==> config.mk <==
export PLATFORM = sky130hd
export DESIGN_NAME = btn_tick_frontend
export DESIGN_NICKNAME = d
export VERILOG_FILES = /design/src/rtl/game_pkg.sv /design/src/rtl/tick_prescaler.sv /design/src/rtl/btn_tick_frontend.sv
export SDC_FILE = /design/constraint.sdc
export NUM_CORES = 1
export LEC_CHECK = 0
export ABC_AREA = 1
export CORE_MARGIN = 10
export CORE_UTILIZATION = 59
export DETAILED_ROUTE_END_ITERATION = 8
export PLACE_DENSITY = 0.9
export SYNTH_ARGS = -nofsm -noshare
export SYNTH_HDL_FRONTEND = slang
export SYNTH_HIERARCHICAL = 1
export SYNTH_SLANG_ARGS = --single-unit
==> constraint.sdc <==
create_clock -name clk -period 2.6 [get_ports clk]
set_clock_uncertainty 0.2 [all_clocks]
set_input_delay 0.26 -clock clk [delete_from_list [all_inputs] [get_ports clk]]
set_output_delay 0.26 -clock clk [all_outputs]
set_load 0.05 [all_outputs]
==> src/rtl/game_pkg.sv <==
// Shared types and constants for the countdown/reaction game front-end.
package game_pkg;

  // Debounce FSM states
  typedef enum logic [1:0] {
    RELEASED     = 2'd0,
    PRESS_WAIT   = 2'd1,
    PRESSED      = 2'd2,
    RELEASE_WAIT = 2'd3
  } db_state_t;

  // Board-level button wiring: 1 = pin reads low when pressed
  localparam bit BTN_ACTIVE_LOW = 1'b1;

  // Clock cycles per tick strobe
  function automatic int unsigned presc_of(input int unsigned clk_hz,
                                           input int unsigned tick_hz);
    return clk_hz / tick_hz;
  endfunction

endpackage

==> src/rtl/tick_prescaler.sv <==
// Free-running tick prescaler: internal strobe plus gated, registered tick_ms.
module tick_prescaler #(
  parameter int unsigned PRESC = 10
) (
  input  logic clk,
  input  logic rst_n,
  input  logic tick_en,
  input  logic tick_sync,
  output logic strobe,
  output logic tick_ms
);

  localparam int unsigned PW = $clog2(PRESC);
  localparam logic [PW-1:0] PLAST = PW'(PRESC - 1);

  logic [PW-1:0] pcnt;

  assign strobe = (pcnt == PLAST);

  // Phase counter: tick_sync realigns the phase ahead of the normal wrap
  always_ff @(posedge clk) begin
    if (!rst_n) begin
      pcnt <= '0;
    end else if (tick_sync || strobe) begin
      pcnt <= '0;
    end else begin
      pcnt <= pcnt + 1'b1;
    end
  end

  // tick_ms follows the strobe one cycle later, gated only by tick_en
  always_ff @(posedge clk) begin
    if (!rst_n) begin
      tick_ms <= 1'b0;
    end else begin
      tick_ms <= strobe & tick_en;
    end
  end

endmodule

==> src/rtl/btn_tick_frontend.sv <==
// Button front-end: synchroniser, tick-based debounce FSM, press/release/long
// events and the millisecond tick strobe for the game FSM.
module btn_tick_frontend
  import game_pkg::*;
#(
  parameter int unsigned CLK_HZ      = 10_000_000,
  parameter int unsigned TICK_HZ     = 1000,
  parameter int unsigned DEBOUNCE_MS = 5,
  parameter int unsigned LONG_MS     = 1000,
  parameter bit          ACTIVE_LOW  = BTN_ACTIVE_LOW
) (
  input  logic clk,
  input  logic rst_n,
  input  logic btn_raw,
  input  logic tick_en,
  input  logic tick_sync,
  output logic tick_ms,
  output logic btn_level,
  output logic press_pulse,
  output logic release_pulse,
  output logic long_press
);

  localparam int unsigned PRESC = presc_of(CLK_HZ, TICK_HZ);
  localparam int unsigned DW    = (DEBOUNCE_MS > 1) ? $clog2(DEBOUNCE_MS) : 1;
  localparam int unsigned HW    = $clog2(LONG_MS + 1);
  localparam logic [DW-1:0] DLAST = DW'(DEBOUNCE_MS - 1);
  localparam logic [HW-1:0] HMAX  = HW'(LONG_MS);
  localparam logic [HW-1:0] HLAST = HW'(LONG_MS - 1);
  localparam logic IDLE_LVL = ACTIVE_LOW;

  logic          sync1, sync2;
  logic          s;
  logic          strobe;
  db_state_t     state, state_n;
  logic [DW-1:0] dcnt, dcnt_n;
  logic [HW-1:0] hcnt, hcnt_n;
  logic          level_n, press_n, release_n, long_n;

  tick_prescaler #(
    .PRESC(PRESC)
  ) u_presc (
    .clk      (clk),
    .rst_n    (rst_n),
    .tick_en  (tick_en),
    .tick_sync(tick_sync),
    .strobe   (strobe),
    .tick_ms  (tick_ms)
  );

  // Two-flop synchroniser, reset to the idle pin level
  always_ff @(posedge clk) begin
    if (!rst_n) begin
      sync1 <= IDLE_LVL;
      sync2 <= IDLE_LVL;
    end else begin
      sync1 <= btn_raw;
      sync2 <= sync1;
    end
  end

  // Normalised sample: 1 = pressed
  assign s = sync2 ^ IDLE_LVL;

  // Debounce next-state, counters and event decode
  always_comb begin
    state_n   = state;
    dcnt_n    = dcnt;
    hcnt_n    = hcnt;
    press_n   = 1'b0;
    release_n = 1'b0;
    long_n    = 1'b0;
    case (state)
      RELEASED: begin
        if (s) begin
          state_n = PRESS_WAIT;
          dcnt_n  = '0;
        end
      end
      PRESS_WAIT: begin
        if (!s) begin
          state_n = RELEASED;
        end else if (strobe) begin
          if (dcnt == DLAST) begin
            state_n = PRESSED;
            hcnt_n  = '0;
            press_n = 1'b1;
          end else begin
            dcnt_n = dcnt + 1'b1;
          end
        end
      end
      PRESSED: begin
        if (!s) begin
          state_n = RELEASE_WAIT;
          dcnt_n  = '0;
        end else if (strobe && (hcnt != HMAX)) begin
          hcnt_n = hcnt + 1'b1;
          long_n = (hcnt == HLAST);
        end
      end
      RELEASE_WAIT: begin
        if (s) begin
          state_n = PRESSED;
        end else if (strobe) begin
          if (dcnt == DLAST) begin
            state_n   = RELEASED;
            release_n = 1'b1;
          end else begin
            dcnt_n = dcnt + 1'b1;
          end
        end
      end
    endcase
    level_n = (state_n == PRESSED) || (state_n == RELEASE_WAIT);
  end

  // State, counters and registered outputs
  always_ff @(posedge clk) begin
    if (!rst_n) begin
      state         <= RELEASED;
      dcnt          <= '0;
      hcnt          <= '0;
      btn_level     <= 1'b0;
      press_pulse   <= 1'b0;
      release_pulse <= 1'b0;
      long_press    <= 1'b0;
    end else begin
      state         <= state_n;
      dcnt          <= dcnt_n;
      hcnt          <= hcnt_n;
      btn_level     <= level_n;
      press_pulse   <= press_n;
      release_pulse <= release_n;
      long_press    <= long_n;
    end
  end

endmodule

Word-level counts from Yosys, hierarchy flattened. Index checks and enable logic that the tools add are counted.

Mux-type cells: 24. Add/sub/neg operators: 3. Reductions and logical operators: 11. Bitwise gates (word level): 5. Equality and inequality tests: 17.

Operators with widths (count): 10-bit two-way mux (5); 10-bit case mux with 2 select lines (1); 3-bit two-way mux (6); 2-bit two-way mux (8); 2-bit != test (second input constant) (8); 14-bit by 1-bit adder with 14-bit output (second input constant) (1); 14-bit equality test (second input constant) (1); 3-bit case mux with 4 select lines (1); 10-bit by 1-bit adder with 10-bit output (second input constant) (1); 10-bit equality test (second input constant) (1); 10-bit != test (second input constant) (1); 2-bit equality test (second input constant) (4); 2-bit case mux with 4 select lines (1); 6-bit AND reduction (1); 1-bit NOT (4); 4-bit AND reduction (1); 4-bit OR reduction (1); 3-bit by 1-bit adder with 3-bit output (second input constant) (1); 3-bit equality test (second input constant) (1); 3-bit AND reduction (1); 3-bit OR reduction (1); 2-bit by 1-bit equality test with 1-bit output (second input constant) (1); 2-bit logical NOT (1); 1-bit logical OR (2); other kinds (5) (6).

Output and inout port bits: 5. Input bits: 5. Register bits after elaboration: 36. Word-level logic and storage cells: 71.

Logic depth before layout (Yosys ltp). Gate-level depths: netlist of run 1.

Depth after elaboration: 7. Depth in mapped cells: 15. Gate-level depth less buffers: 14.

Cells and area by module. The synthesis of run 1 kept the hierarchy.

By module, submodules not included: btn_tick_frontend (area each 1111.1 um2, instances 1, sequential area each 420.4 um2, cells an instance 166); tick_prescaler (area each 742.0 um2, instances 1, sequential area each 300.3 um2, cells an instance 105).

Least setup slack after synthesis of run 1. OpenSTA, ideal clock, no wires.

Kind: reg-to-reg. Start point: register u_presc.pcnt[0]. End point: register hcnt[6]. Setup time: 0.116 ns. Buffers on the path: 0. Slack: 0.608 ns. Period minus slack after synthesis: 1.992 ns. Cell stages (with the launch flop): 13. Arrival time: 1.676 ns. Data required time: 2.284 ns. Cells stage by stage: dfxtp_1 -> ha_1 -> nand3_2 -> nor2_1 -> nand2_2 -> inv_1 -> inv_1 -> nor3_4 -> nand2_2 -> nand2_2 -> nand2_1 -> o21ai_0 -> nor2_1.

Cells in the longest elaborated chain, start to end: 4. Elaborated cells on any way between the ends: 5. Classes of those cells: 3 x eq/ne; 2 x reduce/logical.

Ends and longest elaborated chain: from (decl) (line tick_prescaler.sv:16) `logic [PW-1:0] pcnt;`; from (signal assigned) (line tick_prescaler.sv:27) `pcnt <= pcnt + 1'b1;`; 14-bit equality test * (line tick_prescaler.sv:18) `assign strobe = (pcnt == PLAST);`; net strobe (line btn_tick_frontend.sv:34) `logic strobe;`; 1-bit logical AND (line btn_tick_frontend.sv:97) `end else if (strobe && (hcnt != HMAX)) begin`; 2-bit != test (no source line); 6-bit AND reduction (no source line) *; to (signal assigned) (line btn_tick_frontend.sv:131) `hcnt <= hcnt_n;`; to (decl) (line btn_tick_frontend.sv:37) `logic [HW-1:0] hcnt, hcnt_n;`.

Mark *: on every way through the listed nets, which the timed path passes. The rest lies on a longest branch. A chain may end at the register's enable or synchronous reset.

Worst setup path in the final report of run 1. Ends and elaborated chain as after synthesis.

==> summary.txt, run 1 <==
Pwr
  – Maximum vdd drop: 0.3375 mV
  – Combinational group share of total power: 0.033
  – Switching Power: about 0.00020 W
  – Pwr/cell area: approximately 480 nW/um^2
  – Clock power frac: 0.392
  – Sw frac: 0.2089
  – Static Leakage: approximately 0.73 nW
  – Part of the power in registers: 0.575
  – Power Internal: around 0.00077 W

Route
  – Vias: between 1.5k and 2k
  – Residual DRC: 0
  – Final wirelength: about 3.5 mm
  – Post-DR wirelength/cell: between 10 and 15 um
  – Vias/cell: around 5.0
  – DRT antenna net count: 0
  – Initial DRC Count: about 110
  – DRT Pass-1 Iters: 4

Final layout
  – # diodes: 0
  – Layout Nets: 293
  – Utilization after layout: 0.6748
  – Layout cells sized above 1: 0.08451
  – Syn-to-layout area delta: 10.26%
  – Final instance area: between 2000 and 2500 um^2

Yosys
  – Netlist cell types: 26
  – Seq/Total Area, Yosys: 0.3889
  – Post-synth EDFFs: 0
  – Async S/R FF share, synth: 0
  – Largest family of logic cells by synthesized area: simple AND/OR/NAND/NOR gates
  – Post-Synth Adder-Cell Area: 0.03376
  – Synthesized flop and latch total: 36
  – Syn Inst Count: 271
  – Post-synthesis xor/xnor area fraction: 0.03309
  – Syn Area/Cell: just under 7 um^2
  – Synth area leaders: dfxtp_1 (39%), nand2_1 (15%), nor2_1 (7.5%), inv_1 (6.9%), nand3_1 (5.4%)
  – Top post-synthesis cells by count: nand2_1 (72), nor2_1 (37), dfxtp_1 (36), inv_1 (34), nand3_1 (20)
  – Post-synthesis cell area: about 1900 um^2
  – Synth Flop Type: dfxtp_1
  – Most numerous cell in the Yosys netlist: nand2_1
  – Simple-Gate Fraction of Synth Area: 0.3822
  – Mux contribution to synthesized area: 0
  – Synth area leader: dfxtp_1
  – Synth Area in Compound Gates: 0.07427
  – Area share of the largest cell type after synthesis: 0.3889
  – Mapped Nets: ~280
  – Synth Warn #: 6

GRT
  – Initial antenna violation count: 0
  – Grt ovf: 0
  – First-pass GRT wire length: roughly 6.4 mm
  – Vias in the first global route: 1581
  – Largest net degree at the start of global routing: 15
  – Total GRT Usage: 0.1277

Setup path
  – CP Capture Point: hcnt[6]
  – Worst EP arrival: 2380 ps
  – RR Startpoint: u_presc/pcnt[0]
  – WS Path Type: reg2reg
  – Critical Path RT: roughly 2600 ps
  – Reg2reg path depth: 12
  – Worst setup EP type: flop
  – Critical path startpoint: u_presc/pcnt[0]
  – Crit Reg-Reg Endpoint: hcnt[6]
  – Crit Path Max Fanout: 11
  – Setup crit start kind: flop
  – Register-to-register setup slack: 250 ps

Clocking
  – Reg clk slew, reported paths: between 100 and 150 ps
  – CTS tree: built
  – H-tree Lvls: 2
  – Clock buffer depth: 2
  – Clock latency on the worst-skew pair: between 300 and 400 ps
  – CTS hold repair buffers: 0
  – Post-CTS setup repair buffer count: 0
  – Root Driver: clkbuf_4
  – CTS Buf Count: 5
  – Clk sinks: 36
  – Post-CTS sizing: 0

Floorplan
  – Rows: 20
  – Die Y: roughly 76 um
  – Core area: slightly above 3000 um^2
  – IO Pins: 10
  – Initial Util: 0.6120
  – Chip Width: between 70 and 80 um
  – Die ar.: around 5800 um^2

Timing
  – Slew HR: 0.6589
  – Final min period: around 2300 ps
  – Count of final hold-check violations: 0
  – Unrepaired setup endpoints after global routing: no
  – Worst Max-Slew Pin Slew: about 510 ps
  – Final setup vio count: 0
  – Fin crit share: 0.9038
  – Max-slew violation count: 0
  – Final worst hold slack: ~220 ps
  – Total Negative Setup Slacks: 0 ps
  – Max frequency: around 430 MHz

Run status
  – Status: completed

Job
  – Max Cap Viol: 0

Place
  – Port Buffers: 9
  – Placer congestion estimate: roughly 0.89
  – Post-DP HPWL: 2.675 mm
  – DP Area: roughly 2000 um^2

Hold path
  – Hold WC Path Type: reg2reg
logic make-up (layout without fill, tap and decap cells):
logic type	count (synthesis)	count (layout)
AND/OR/NAND/NOR	158	158
AO/OA/AOI/OAI	26	26
buffers and inverters	39	52
flip-flops	36	36
XOR/XNOR	7	7
adder cells (fa/ha/maj)	5	5
power groups by stage:
stage,Sequential [W],Combinational (W),Clock (W)
final,0.000560,0.0000321,0.000382
after global routing,0.000561,0.0000367,0.000411
after CTS,0.000560,0.0000320,0.000393
after detailed placement,0.000572,0.0000320,0
after global placement,0.000572,0.0000311,0
after floorplan,0.000572,0.0000226,0
registers in the layout, summed over array words and instances (netlist names):
register and cells:
u_presc/pcnt 14, hcnt 10, dcnt 3, state 2, btn_level 1, long_press 1, press_pulse 1, release_pulse 1
sync1 1, sync2 1, u_presc/tick_ms 1
worst min-delay path by stage:
stage,endpoint,cells past startpoint,startpoint,slack (ps)
3_3_place_gp,sync2,1,sync1,200
2_1_floorplan,sync1,1,btn_raw,170
4_1_cts,sync2,1,sync1,230
5_1_grt,sync2,1,sync1,240
3_5_place_dp,sync2,1,sync1,200
6_report,sync2,1,sync1,220
stage by stage:
step,power [W],instances,setup WS (ps)
finish,0.0009738,328,250.1
global placement,0.0006034,320,363.5
detailed placement,0.0006045,320,283.5
CTS,0.0009850,328,252.4
floorplan,0.0005944,271,608.3
global route,0.001008,328,7.402
final cells by class:
type,count,area (um^2)
clock buffers,6,41.29
clock inverters,2,35.03
multi-input cells,196,969.7
inverters,35,131.4
repair buffers,9,90.09
fillers,277,984.7
flip-flops and latches,36,720.7
well taps,44,55.05
cells in the final DEF (no fill, tap or decap):
| master | netlist | routed |
|---|---|---|
| dfxtp_1 | 36 | 36 |
| clkbuf_1 | 1 | 1 |
| clkinv_2 | 0 | 1 |
| nand3_1 | 20 | 20 |
| inv_1 | 34 | 34 |
| nand3_2 | 1 | 1 |
| nand2_1 | 72 | 72 |
| nor2_2 | 6 | 6 |
| clkdlybuf4s50_1 | 0 | 9 |
| or2_2 | 3 | 3 |
| nor2_1 | 37 | 37 |
| a211oi_1 | 2 | 2 |
| a21oi_1 | 19 | 19 |
| nand2_2 | 4 | 4 |
| bufinv_16 | 0 | 1 |
| o22ai_1 | 2 | 2 |
| inv_2 | 1 | 1 |
| nand3b_1 | 1 | 1 |
| nor3b_1 | 1 | 1 |
| o21ai_0 | 3 | 3 |
| nor3_4 | 1 | 1 |
| clkbuf_4 | 0 | 5 |
| nor3_1 | 3 | 3 |
| xor2_1 | 4 | 4 |
| nand2_4 | 1 | 1 |
| ha_1 | 5 | 5 |
| nand4_1 | 8 | 8 |
| xnor2_1 | 3 | 3 |
layer usage:
layer  routed length, um  up-vias  track usage  share of wire
li1                    -      883            -              -
met1                1577      737       0.1392           0.45
met2                1735       17       0.2313           0.50
met3                 101        7      0.03066          0.029
met4                  51        0      0.04735          0.015
met5                   0        -            0              0
critical path: stages (launching register included):
cell and delay [ps]:
dfxtp_1 380, ha_1 230, nand3_2 120, nor2_1 140, nand2_2 90, inv_1 90
inv_1 80, nor3_4 200, nand2_2 80, nand2_2 170, nand2_1 210, o21ai_0 210
nor2_1 50
(Power assumes the default switching activity.)
==> inputs of run 2 (changes only) <==
--- a/config.mk
+++ b/config.mk
@@ -9,7 +9,7 @@
 export CORE_MARGIN = 10
 export CORE_UTILIZATION = 59
 export DETAILED_ROUTE_END_ITERATION = 8
-export PLACE_DENSITY = 0.9
+export PLACE_DENSITY = 0.76
 export SYNTH_ARGS = -nofsm -noshare
 export SYNTH_HDL_FRONTEND = slang
 export SYNTH_HIERARCHICAL = 1
==> run 2 against run 1 <==
  * Worst setup slack improved by 140 ps
  * Non-clock buffer count up 2
  * Total power about the same
  * Via count increased by 0.49%
  * Sequential share of layout area decreased by 0.26 points
  * First-iteration DRC count shrank 28%
  * Routed wire length grew 1.8%
  * Maximum frequency rose by 6.2%
  * Largest cell class unchanged
==> summary.txt, run 2 (synthesized netlist as in run 1, its figures left out) <==
Final layout
  – Most common cell after layout, fill and taps aside: nand2_1
  – Layout cells sized above 1: 0.09091 (+0.006402)
  – Largest register FFs: 14 (unchanged)
  – # diodes: 0 (unchanged)
  – # fillers: 269 (-2.9%)
  – Reg area: 720.7 um^2 (unchanged)
  – Largest regs: u_presc/pcnt: 14 flops, hcnt: 10 flops, dcnt: 3 flops
  – Layout Nets: 295 (+0.68%)
  – Utilization after layout: 0.6798 (+0.004959)
  – Area of the multi-input gates: 969.7 um^2 (unchanged)
  – Biggest register: u_presc/pcnt
  – Commonest non-fill, non-tap cells in the layout: nand2_1 (72), nor2_1 (37), dfxtp_1 (36), inv_1 (34), nand3_1 (20)
  – Syn-to-layout area delta: 11.07%

Timing
  – Slew HR: 0.6653 (+0.006403)
  – Fin crit share: 0.8509 (-0.05290)
  – Worst Max-Slew Pin Slew: 500.4 ps (-9.574 ps)
  – Total Negative Setup Slacks: 0 ps (unchanged)
  – Final setup vio count: 0 (unchanged)
  – Final min period: 2212 ps (-137.5 ps)
  – Final worst hold slack: 221.9 ps (-1.378 ps)
  – Count of final hold-check violations: 0 (unchanged)
  – Max-slew violation count: 0 (unchanged)
  – Max frequency: 452.0 MHz (+6.2%)
  – Unrepaired setup endpoints after global routing: no

Floorplan
  – Core area: 3028 um^2 (unchanged)
  – Die ar.: 5782 um^2 (unchanged)
  – Chip Width: 76.04 um (unchanged)
  – IO Pins: 10 (unchanged)
  – Initial Util: 0.6120 (unchanged)
  – Rows: 20 (unchanged)
  – Die Y: 76.04 um (unchanged)

Clocking
  – Clk sinks: 36 (unchanged)
  – Clock latency on the worst-skew pair: 340 ps (about the same)
  – CTS Buf Count: 5 (unchanged)
  – Root Driver: clkbuf_4
  – H-tree Lvls: 2 (unchanged)
  – Post-CTS sizing: 0 (unchanged)
  – CTS hold repair buffers: 0 (unchanged)
  – Clock buffer depth: 2 (unchanged)
  – Reg clk slew, reported paths: 100 ps (about the same)
  – Post-CTS setup repair buffer count: 0 (unchanged)
  – CTS tree: built

Setup path
  – Critical Path RT: 2640 ps (about the same)
  – Worst EP arrival: 2250 ps (-130 ps)
  – WS Path Type: reg2reg
  – Crit Path Max Fanout: 8 (-3)
  – Register-to-register setup slack: 390 ps (+140 ps)
  – Setup crit start kind: flop
  – Worst setup EP type: flop

GRT
  – Grt ovf: 0 (unchanged)
  – Met3 usage: 0.04363 (+0.01297)
  – Vias in the first global route: 1586 (+0.32%)
  – Most crowded layer after global routing: met2
  – Routing usage on met1: 0.1401 (+0.0008648)
  – Total GRT Usage: 0.1333 (+0.005631)
  – Largest net degree at the start of global routing: 15 (unchanged)
  – First-pass GRT wire length: 6.534 mm (+1.7%)
  – Initial antenna violation count: 0 (unchanged)
  – Met2 Track Usage GR: 0.2313 (unchanged)

Route
  – Vias: 1652 (+0.49%)
  – DRT antenna net count: 0 (unchanged)
  – DRT Pass-1 Iters: 5 (+1)
  – Residual DRC: 0 (unchanged)
  – Initial DRC Count: 77 (-28%)
  – Final wirelength: 3.528 mm (+1.8%)
  – Vias/cell: 5.006 (-0.12%)
  – Post-DR wirelength/cell: 10.69 um (+1.2%)

Place
  – Post-DP HPWL: 2.591 mm (-3.2%)
  – Port Buffers: 9 (unchanged)
  – Placer congestion estimate: 0.8745 (-1.2%)

Run status
  – Status: completed

Hold path
  – Hold WC Path Type: reg2reg

Pwr
  – Static Leakage: 0.7409 nW (+1.4%)
  – Pwr/cell area: 473.1 nW/um^2 (-0.73%)
  – Maximum vdd drop: 0.3539 mV (+4.9%)

Job
  – Max Cap Viol: 0 (unchanged)
-- run 2: changes by cell type in the layout (fill, tap and decap cells not counted), sizes merged --
cell  change
buf       +2
-- run 2: layout make-up --
| class | count | area share |
|---|---|---|
| clock buffer | 6 | 0.02006 |
| clock inverter | 2 | 0.01702 |
| inverter | 35 | 0.06383 |
| multi-input combinational | 196 | 0.4711 |
| sequential | 36 | 0.3502 |
| tap | 44 | 0.02675 |
| timing repair buffer | 11 | 0.05106 |
-- run 2: path summary, 6_finish.rpt --
kind / startpoint / end / cells past startpoint
worst max-delay path: u_presc/pcnt[0] / hcnt[6] / 12
worst min-delay path: sync1 / sync2 / 1
worst max register to register: u_presc/pcnt[0] / hcnt[6] / 12
worst min register to register: sync1 / sync2 / 1
-- run 2: routing by layer --
metal | vias up | wire, um
met5 | - | 0
met4 | 0 | 53
met3 | 6 | 137
met2 | 29 | 1781
met1 | 733 | 1555
li1 | 884 | -
-- run 2: power breakdown --
| group | internal (W) | switching [W] |
|---|---|---|
| Sequential | 0.000556 | 0.00000376 |
| Combinational | 0.0000136 | 0.0000194 |
| Clock | 0.000202 | 0.000179 |
| Total | 0.000771 | 0.000203 |
-- run 2: per-stage QoR --
step | area, um^2 | cells | total power, W | worst slack [ps]
2_1_floorplan | 1853 | 271 | 0.0005944 | 608.3
3_3_place_gp | 1982 | 322 | 0.0006054 | 458.9
3_5_place_dp | 1982 | 322 | 0.0006058 | 390.6
4_1_cts | 2058 | 330 | 0.0009899 | 369.8
5_1_grt | 2058 | 330 | 0.001017 | 190.5
6_report | 2058 | 330 | 0.0009737 | 387.7
-- run 2: critical path: stages, from the launching register on --
cell and delay [ps]:
dfxtp_1 380, ha_1 230, nand3_2 110, nor2_1 140, nand2_2 90, inv_1 80, inv_1 70, nor3_4 190
nand2_2 80, nand2_2 80, nand2_1 180, o21ai_0 210, nor2_1 50
==> inputs of run 3 (changes only) <==
--- a/config.mk
+++ b/config.mk
@@ -10,6 +10,7 @@
 export CORE_UTILIZATION = 59
 export DETAILED_ROUTE_END_ITERATION = 8
 export PLACE_DENSITY = 0.76
+export SLEW_MARGIN = 15
 export SYNTH_ARGS = -nofsm -noshare
 export SYNTH_HDL_FRONTEND = slang
 export SYNTH_HIERARCHICAL = 1
==> results of run 3 <==
The final DEF is identical to that of run 2; final timing and power are the same.
